==> src/rtl/lsu_pkg.sv <==
// Shared types for the load/store unit: access-size encoding, FSM states and
// the alignment check used at request acceptance.
package lsu_pkg;

  typedef enum logic [1:0] {
    SIZE_B   = 2'b00,
    SIZE_H   = 2'b01,
    SIZE_W   = 2'b10,
    SIZE_ILL = 2'b11
  } size_e;

  typedef enum logic [2:0] {
    IDLE    = 3'd0,
    RD_REQ  = 3'd1,
    RD_WAIT = 3'd2,
    WR      = 3'd3,
    RESP    = 3'd4
  } state_e;

  // Wide enough to hold READ_LATENCY-1 for the legal range 1..4.
  localparam int unsigned CNT_W = 2;

  function automatic logic access_bad(input size_e size, input logic [1:0] lane);
    case (size)
      SIZE_B:  access_bad = 1'b0;
      SIZE_H:  access_bad = lane[0];
      SIZE_W:  access_bad = (lane != 2'b00);
      default: access_bad = 1'b1;
    endcase
  endfunction

endpackage

==> src/rtl/lsu_lane.sv <==
// Byte-lane steering: extracts and extends load data from a memory word, and
// merges store data into the addressed lane(s) of a word for read-modify-write.
module lsu_lane
  import lsu_pkg::*;
(
  input  logic [31:0] rd_word,
  input  logic [1:0]  lane,
  input  size_e       size,
  input  logic        is_unsigned,
  input  logic [31:0] wdata,
  output logic [31:0] load_data,
  output logic [31:0] store_word
);

  logic [31:0] shifted_s;
  logic [31:0] wshift_s;
  logic [31:0] mask_s;

  // Load path: shift the addressed lane down, then sign- or zero-extend.
  always_comb begin
    shifted_s = rd_word >> {lane, 3'b000};
    case (size)
      SIZE_B:  load_data = {{24{~is_unsigned & shifted_s[7]}}, shifted_s[7:0]};
      SIZE_H:  load_data = {{16{~is_unsigned & shifted_s[15]}}, shifted_s[15:0]};
      default: load_data = shifted_s;
    endcase
  end

  // Store path: replace only the addressed lane(s) of the sampled word.
  always_comb begin
    wshift_s = wdata << {lane, 3'b000};
    case (size)
      SIZE_B:  mask_s = 32'h0000_00FF << {lane, 3'b000};
      SIZE_H:  mask_s = 32'h0000_FFFF << {lane, 3'b000};
      default: mask_s = 32'hFFFF_FFFF;
    endcase
    store_word = (rd_word & ~mask_s) | (wshift_s & mask_s);
  end

endmodule

==> src/rtl/lsu.sv <==
// Single-outstanding load/store unit on a word-wide memory port. Sub-word
// stores are done as read-modify-write; all outputs come straight from flops.
module lsu
  import lsu_pkg::*;
#(
  parameter int READ_LATENCY = 1
) (
  input  logic        clk,
  input  logic        rst,
  input  logic        req_valid,
  output logic        req_ready,
  input  logic        req_we,
  input  logic [1:0]  req_size,
  input  logic        req_unsigned,
  input  logic [31:0] req_addr,
  input  logic [31:0] req_wdata,
  output logic        resp_valid,
  output logic [31:0] resp_rdata,
  output logic        resp_err,
  output logic        mem_wr_en,
  output logic        mem_rd_en,
  output logic [31:0] mem_wr_addr,
  output logic [31:0] mem_wr_data,
  output logic [31:0] mem_rd_addr,
  input  logic [31:0] mem_rd_data
);

  state_e             state_q, state_d;
  logic [CNT_W-1:0]   cnt_q, cnt_d;

  logic               we_q, we_d;
  size_e              size_q, size_d;
  logic               uns_q, uns_d;
  logic [1:0]         lane_q, lane_d;
  logic [31:0]        wdata_q, wdata_d;

  logic               req_ready_q, req_ready_d;
  logic               resp_valid_q, resp_valid_d;
  logic [31:0]        resp_rdata_q, resp_rdata_d;
  logic               resp_err_q, resp_err_d;
  logic               mem_wr_en_q, mem_wr_en_d;
  logic               mem_rd_en_q, mem_rd_en_d;
  logic [31:0]        mem_wr_addr_q, mem_wr_addr_d;
  logic [31:0]        mem_wr_data_q, mem_wr_data_d;
  logic [31:0]        mem_rd_addr_q, mem_rd_addr_d;

  size_e              req_size_s;
  logic               hs_s;
  logic               bad_s;
  logic [31:0]        word_addr_s;
  logic [31:0]        load_data_s;
  logic [31:0]        store_word_s;

  assign req_size_s  = size_e'(req_size);
  assign hs_s        = req_valid & req_ready_q;
  assign bad_s       = access_bad(req_size_s, req_addr[1:0]);
  assign word_addr_s = {req_addr[31:2], 2'b00};

  lsu_lane u_lane (
    .rd_word     (mem_rd_data),
    .lane        (lane_q),
    .size        (size_q),
    .is_unsigned (uns_q),
    .wdata       (wdata_q),
    .load_data   (load_data_s),
    .store_word  (store_word_s)
  );

  // State and wait-counter register.
  always_ff @(posedge clk) begin
    if (rst) begin
      state_q <= IDLE;
      cnt_q   <= '0;
    end else begin
      state_q <= state_d;
      cnt_q   <= cnt_d;
    end
  end

  // Next-state logic; sub-word stores read first, word stores write directly.
  always_comb begin
    state_d = state_q;
    cnt_d   = cnt_q;
    case (state_q)
      IDLE: begin
        if (!hs_s) begin
          state_d = IDLE;
        end else if (bad_s) begin
          state_d = RESP;
        end else if (req_we && (req_size_s == SIZE_W)) begin
          state_d = WR;
        end else begin
          state_d = RD_REQ;
        end
      end
      RD_REQ: begin
        state_d = RD_WAIT;
        cnt_d   = CNT_W'(READ_LATENCY - 1);
      end
      RD_WAIT: begin
        if (cnt_q == '0) begin
          state_d = we_q ? WR : RESP;
        end else begin
          cnt_d = cnt_q - CNT_W'(1);
        end
      end
      WR:      state_d = RESP;
      RESP:    state_d = IDLE;
      default: state_d = IDLE;
    endcase
  end

  // Output and request-capture logic, computed from the upcoming state.
  always_comb begin
    req_ready_d   = (state_d == IDLE);
    mem_rd_en_d   = (state_d == RD_REQ);
    mem_wr_en_d   = (state_d == WR);
    resp_valid_d  = (state_d == RESP);
    resp_err_d    = hs_s & bad_s;
    we_d          = hs_s ? req_we : we_q;
    size_d        = hs_s ? req_size_s : size_q;
    uns_d         = hs_s ? req_unsigned : uns_q;
    lane_d        = hs_s ? req_addr[1:0] : lane_q;
    wdata_d       = hs_s ? req_wdata : wdata_q;
    if (hs_s && !bad_s) begin
      mem_rd_addr_d = word_addr_s;
      mem_wr_addr_d = word_addr_s;
    end else begin
      mem_rd_addr_d = mem_rd_addr_q;
      mem_wr_addr_d = mem_wr_addr_q;
    end
    if (state_d == WR) begin
      mem_wr_data_d = (state_q == IDLE) ? req_wdata : store_word_s;
    end else begin
      mem_wr_data_d = mem_wr_data_q;
    end
    // Only a load leaving RD_WAIT carries data; stores and errors return zero.
    if ((state_q == RD_WAIT) && (state_d == RESP)) begin
      resp_rdata_d = load_data_s;
    end else begin
      resp_rdata_d = 32'h0000_0000;
    end
  end

  // Output and captured-request registers.
  always_ff @(posedge clk) begin
    if (rst) begin
      req_ready_q   <= 1'b1;
      resp_valid_q  <= 1'b0;
      resp_rdata_q  <= 32'h0000_0000;
      resp_err_q    <= 1'b0;
      mem_wr_en_q   <= 1'b0;
      mem_rd_en_q   <= 1'b0;
      mem_wr_addr_q <= 32'h0000_0000;
      mem_wr_data_q <= 32'h0000_0000;
      mem_rd_addr_q <= 32'h0000_0000;
      we_q          <= 1'b0;
      size_q        <= SIZE_B;
      uns_q         <= 1'b0;
      lane_q        <= 2'b00;
      wdata_q       <= 32'h0000_0000;
    end else begin
      req_ready_q   <= req_ready_d;
      resp_valid_q  <= resp_valid_d;
      resp_rdata_q  <= resp_rdata_d;
      resp_err_q    <= resp_err_d;
      mem_wr_en_q   <= mem_wr_en_d;
      mem_rd_en_q   <= mem_rd_en_d;
      mem_wr_addr_q <= mem_wr_addr_d;
      mem_wr_data_q <= mem_wr_data_d;
      mem_rd_addr_q <= mem_rd_addr_d;
      we_q          <= we_d;
      size_q        <= size_d;
      uns_q         <= uns_d;
      lane_q        <= lane_d;
      wdata_q       <= wdata_d;
    end
  end

  assign req_ready   = req_ready_q;
  assign resp_valid  = resp_valid_q;
  assign resp_rdata  = resp_rdata_q;
  assign resp_err    = resp_err_q;
  assign mem_wr_en   = mem_wr_en_q;
  assign mem_rd_en   = mem_rd_en_q;
  assign mem_wr_addr = mem_wr_addr_q;
  assign mem_wr_data = mem_wr_data_q;
  assign mem_rd_addr = mem_rd_addr_q;

endmodule
==> config.mk <==
export PLATFORM = sky130hd
export DESIGN_NAME = lsu
export DESIGN_NICKNAME = d
export VERILOG_FILES = /design/src/rtl/lsu_pkg.sv /design/src/rtl/lsu_lane.sv /design/src/rtl/lsu.sv
export SDC_FILE = /design/constraint.sdc
export NUM_CORES = 1
export LEC_CHECK = 0
export ABC_AREA = 1
export CAP_MARGIN = 5
export CORE_MARGIN = 5
export CORE_UTILIZATION = 42
export DETAILED_ROUTE_END_ITERATION = 16
export PLACE_DENSITY = 0.84
export SLEW_MARGIN = 25
export SYNTH_ARGS = -nofsm -noshare
export SYNTH_HDL_FRONTEND = slang
export SYNTH_SLANG_ARGS = --single-unit
==> constraint.sdc <==
create_clock -name clk -period 1.4 [get_ports clk]
set_clock_uncertainty 0.15 [all_clocks]
set_input_delay 0.28 -clock clk [delete_from_list [all_inputs] [get_ports clk]]
set_output_delay 0.28 -clock clk [all_outputs]
set_load 0.05 [all_outputs]
==> results of run 1 <==
-- kinds of logic (layout without fill, tap and decap cells) --
kind of cell,Yosys count,after routing,synth area share (%)
simple gates,588,592,35.50
buf+inv,204,474,13.71
compound gates,156,156,11.57
flops,142,142,39.00
fa+ha+maj,1,1,0.1716
other cells,1,4,0.05144
-- power by group --
part	leakage, nW	internal [mW]	switching, mW
sequential	1.21	4.28	0.354
clock	0.260	2.44	1.91
combinational	4.46	2.11	2.80
-- sequential cells by signal, indices dropped and copies added (netlist names), 2 cells and up --
name and flops:
lane_q 2, cnt_q 2, wdata_q 32, mem_rd_addr 30, resp_rdata 32, state_q 3
mem_wr_data 32, size_q 2
-- timing repair --
item / in CTS / in global routing
pin swaps: 29 / 34
gates cloned: 5 / 7
setup buffers: 6 / 7
hold buffers: 0 / 0
endpoints found under the setup margin: 190 / 190
resized for setup: 199 / 137
endpoints found under the hold margin: 0 / 0
-- final timing paths --
kind / cells past startpoint / startpoint / slack (ns) / to
max reg2reg: 4 / lane_q[0] / -0.31 / resp_rdata[5]
min: 4 / req_size[1] / 0.28 / size_q[1]
max: 4 / lane_q[0] / -0.31 / resp_rdata[5]
min reg2reg: 2 / mem_wr_data[7] / 0.32 / mem_wr_data[7]
-- per-stage QoR --
step	util, %	power [mW]	setup TNS [ns]
after detailed placement	67.34	8.686	-63.73
after floorplan	-	6.838	-1.738
after CTS	74.02	13.15	-7.548
after global routing	77.73	14.27	-19.63
final	77.73	13.90	-15.39
after global placement	67.34	8.579	-58.35
-- layer usage --
layer / global-route usage [%] / wire length (microns)
met3: 8.797 / 4133
met2: 52.42 / 16600
met5: 0 / 11
met1: 32.66 / 11270
met4: 12.17 / 2300
-- tightest hold or removal path, cell delays in order --
cell and delay, ns:
dlymetal6s2s_1 0.15, o21ai_1 0.19, buf_4 0.15, a21oi_1 0.05
-- cells in the mapped netlist (5+ instances only) --
cell,number
o21ai_0,95
buf_2,24
a31oi_1,8
buf_4,37
clkbuf_1,32
inv_2,5
nand3_1,125
a21oi_1,32
nand4_1,9
dfxtp_1,142
nand2_1,256
a221oi_1,7
inv_1,93
nor2_2,5
nor2_1,160
nand3b_1,16
buf_6,8
o211ai_1,8
-- cell type report --
class                           instances  area, sq um  share of cell area (%)
Timing Repair Buffer                  338         4820                   36.10
Timing Repair inverter                  2        20.02                  0.1499
Clock buffer                           19        432.9                   3.242
Sequential cell                       142         3035                   22.73
Multi-Input combinational cell        753         4225                   31.65
Inverter                              103        425.4                   3.186
Clock inverter                         12        111.4                  0.8340
Tap cell                              225        281.5                   2.109
==> out/results.txt, run 1 <==
Ys async rst share: 0%
RSZ-0062 raised after global routing: yes
First-pass GRT wire length: 46870 microns
Worst setup SP type: register
Nets: 1461
Final GP Congestion: 0.9754
Hold slack: 0.2762 ns
Vias in the first global route: 8647
Slew HR: 67.07%
CP Buf/Inv Count: 1
Top_reg_cell synth: dfxtp_1
Fill count: 952
Core area: 0.01718 sq mm
Post-Syn Area: 0.007289 sq mm
Initial antenna violation count: 1
Max cap viols: 0
Final non-filler cell total: 1594
Worst-path clk slew: 0.06 ns
CP endpoint kind: register
Synth top area share: 39.00%
CTS max path bufs: 2
CTS Buf Count: 17
Sink Count: 142
CP Class: reg2reg
Kind of cell adding the most delay to the critical path: compound AO/OA/AOI/OAI gates
Pre-CTS setup slack: -0.6226 ns
WL/cell: 21.53 microns
Commonest non-fill, non-tap cell in the layout: nand2_1
Worst slew pin tran: 0.4907 ns
Area added between synthesis and finish: 83.16%
Post-route ant nets: 0
Hold WC Path Type: in2reg
Diodes inserted: 0
Placed Instances: 1539
Drt total wl: 34320 microns
Critical Path AT: 1.88 ns
Initial core utilization: 42.44%
Placed Area: 0.01157 sq mm
Power density cells: 1041 mW/mm^2
Crit path largest cell delay: 0.47 ns
I/O pins: 236
Setup WS post-layout: -0.3082 ns
Pins over their slew limit: 0
Peak VDD IR: 1.197 mV
CP max-delay cell: dfxtp_4
Root Driver: clkbuf_16
Pleak: 5.930 nW
Largest net degree at the start of global routing: 41
Outcome: finished, violations left
Via/cell ratio: 5.881
Detailed placement HPWL: 20500 microns
Post-synth EDFFs: 0
Data required time of the worst path: 1.57 ns
1st-iter DRT viols: 1249
Die width: 141.7 microns
Period utilisation layout: 122.0%
DR DRC count: 0
Grt ovf: 0
Design Area, Final: 0.01335 sq mm
Post-synthesis sequential area ratio: 39.00%
Crit-path max FO: 17
Most frequent cells in the layout: 229 x nand2_1, 148 x buf_12, 141 x nor2_1
Skew-Pair Late Insertion Delay: 0.44 ns
Tmin final: 1.708 ns
Max Freq: 585.4 MHz
Final setup viols: 86
Leading area contributor after synthesis: dfxtp_1
CTS tree: yes
Worst path cell trace: buf_6 > o21ai_1 > a221oi_2 > nor2_4
Avg Inst Size Synth: 6.675 sq um
YS warnings: 0
Synthesized instance count: 1092
Yosys reg bits: 142
Failing checks: setup timing
H-tree levels: 4
I/O Buffers: 231
TritonRoute pass-1 iters: 6
Die Y: 141.7 microns
Top post-synthesis cells by area: dfxtp_1 39%, nand2_1 13%, nand3_1 8.6%, nor2_1 8.2%, o21ai_0 6.5%
Total die area: 0.02009 sq mm
Vias: 9375
Endpoints failing hold: 0
# rows: 48
Netlist cell types: 34
Gr usage total: 29.46%
Layout cells sized above 1: 37.69%
(Power assumes the default switching activity.)
==> run 2, diff against run 1 <==
--- a/config.mk
+++ b/config.mk
@@ -11,7 +11,6 @@
 export CORE_UTILIZATION = 42
 export DETAILED_ROUTE_END_ITERATION = 16
 export PLACE_DENSITY = 0.84
-export SLEW_MARGIN = 25
 export SYNTH_ARGS = -nofsm -noshare
 export SYNTH_HDL_FRONTEND = slang
 export SYNTH_SLANG_ARGS = --single-unit
==> results of run 2 <==
No change in the layout: final DEF, timing and power equal those of run 1.
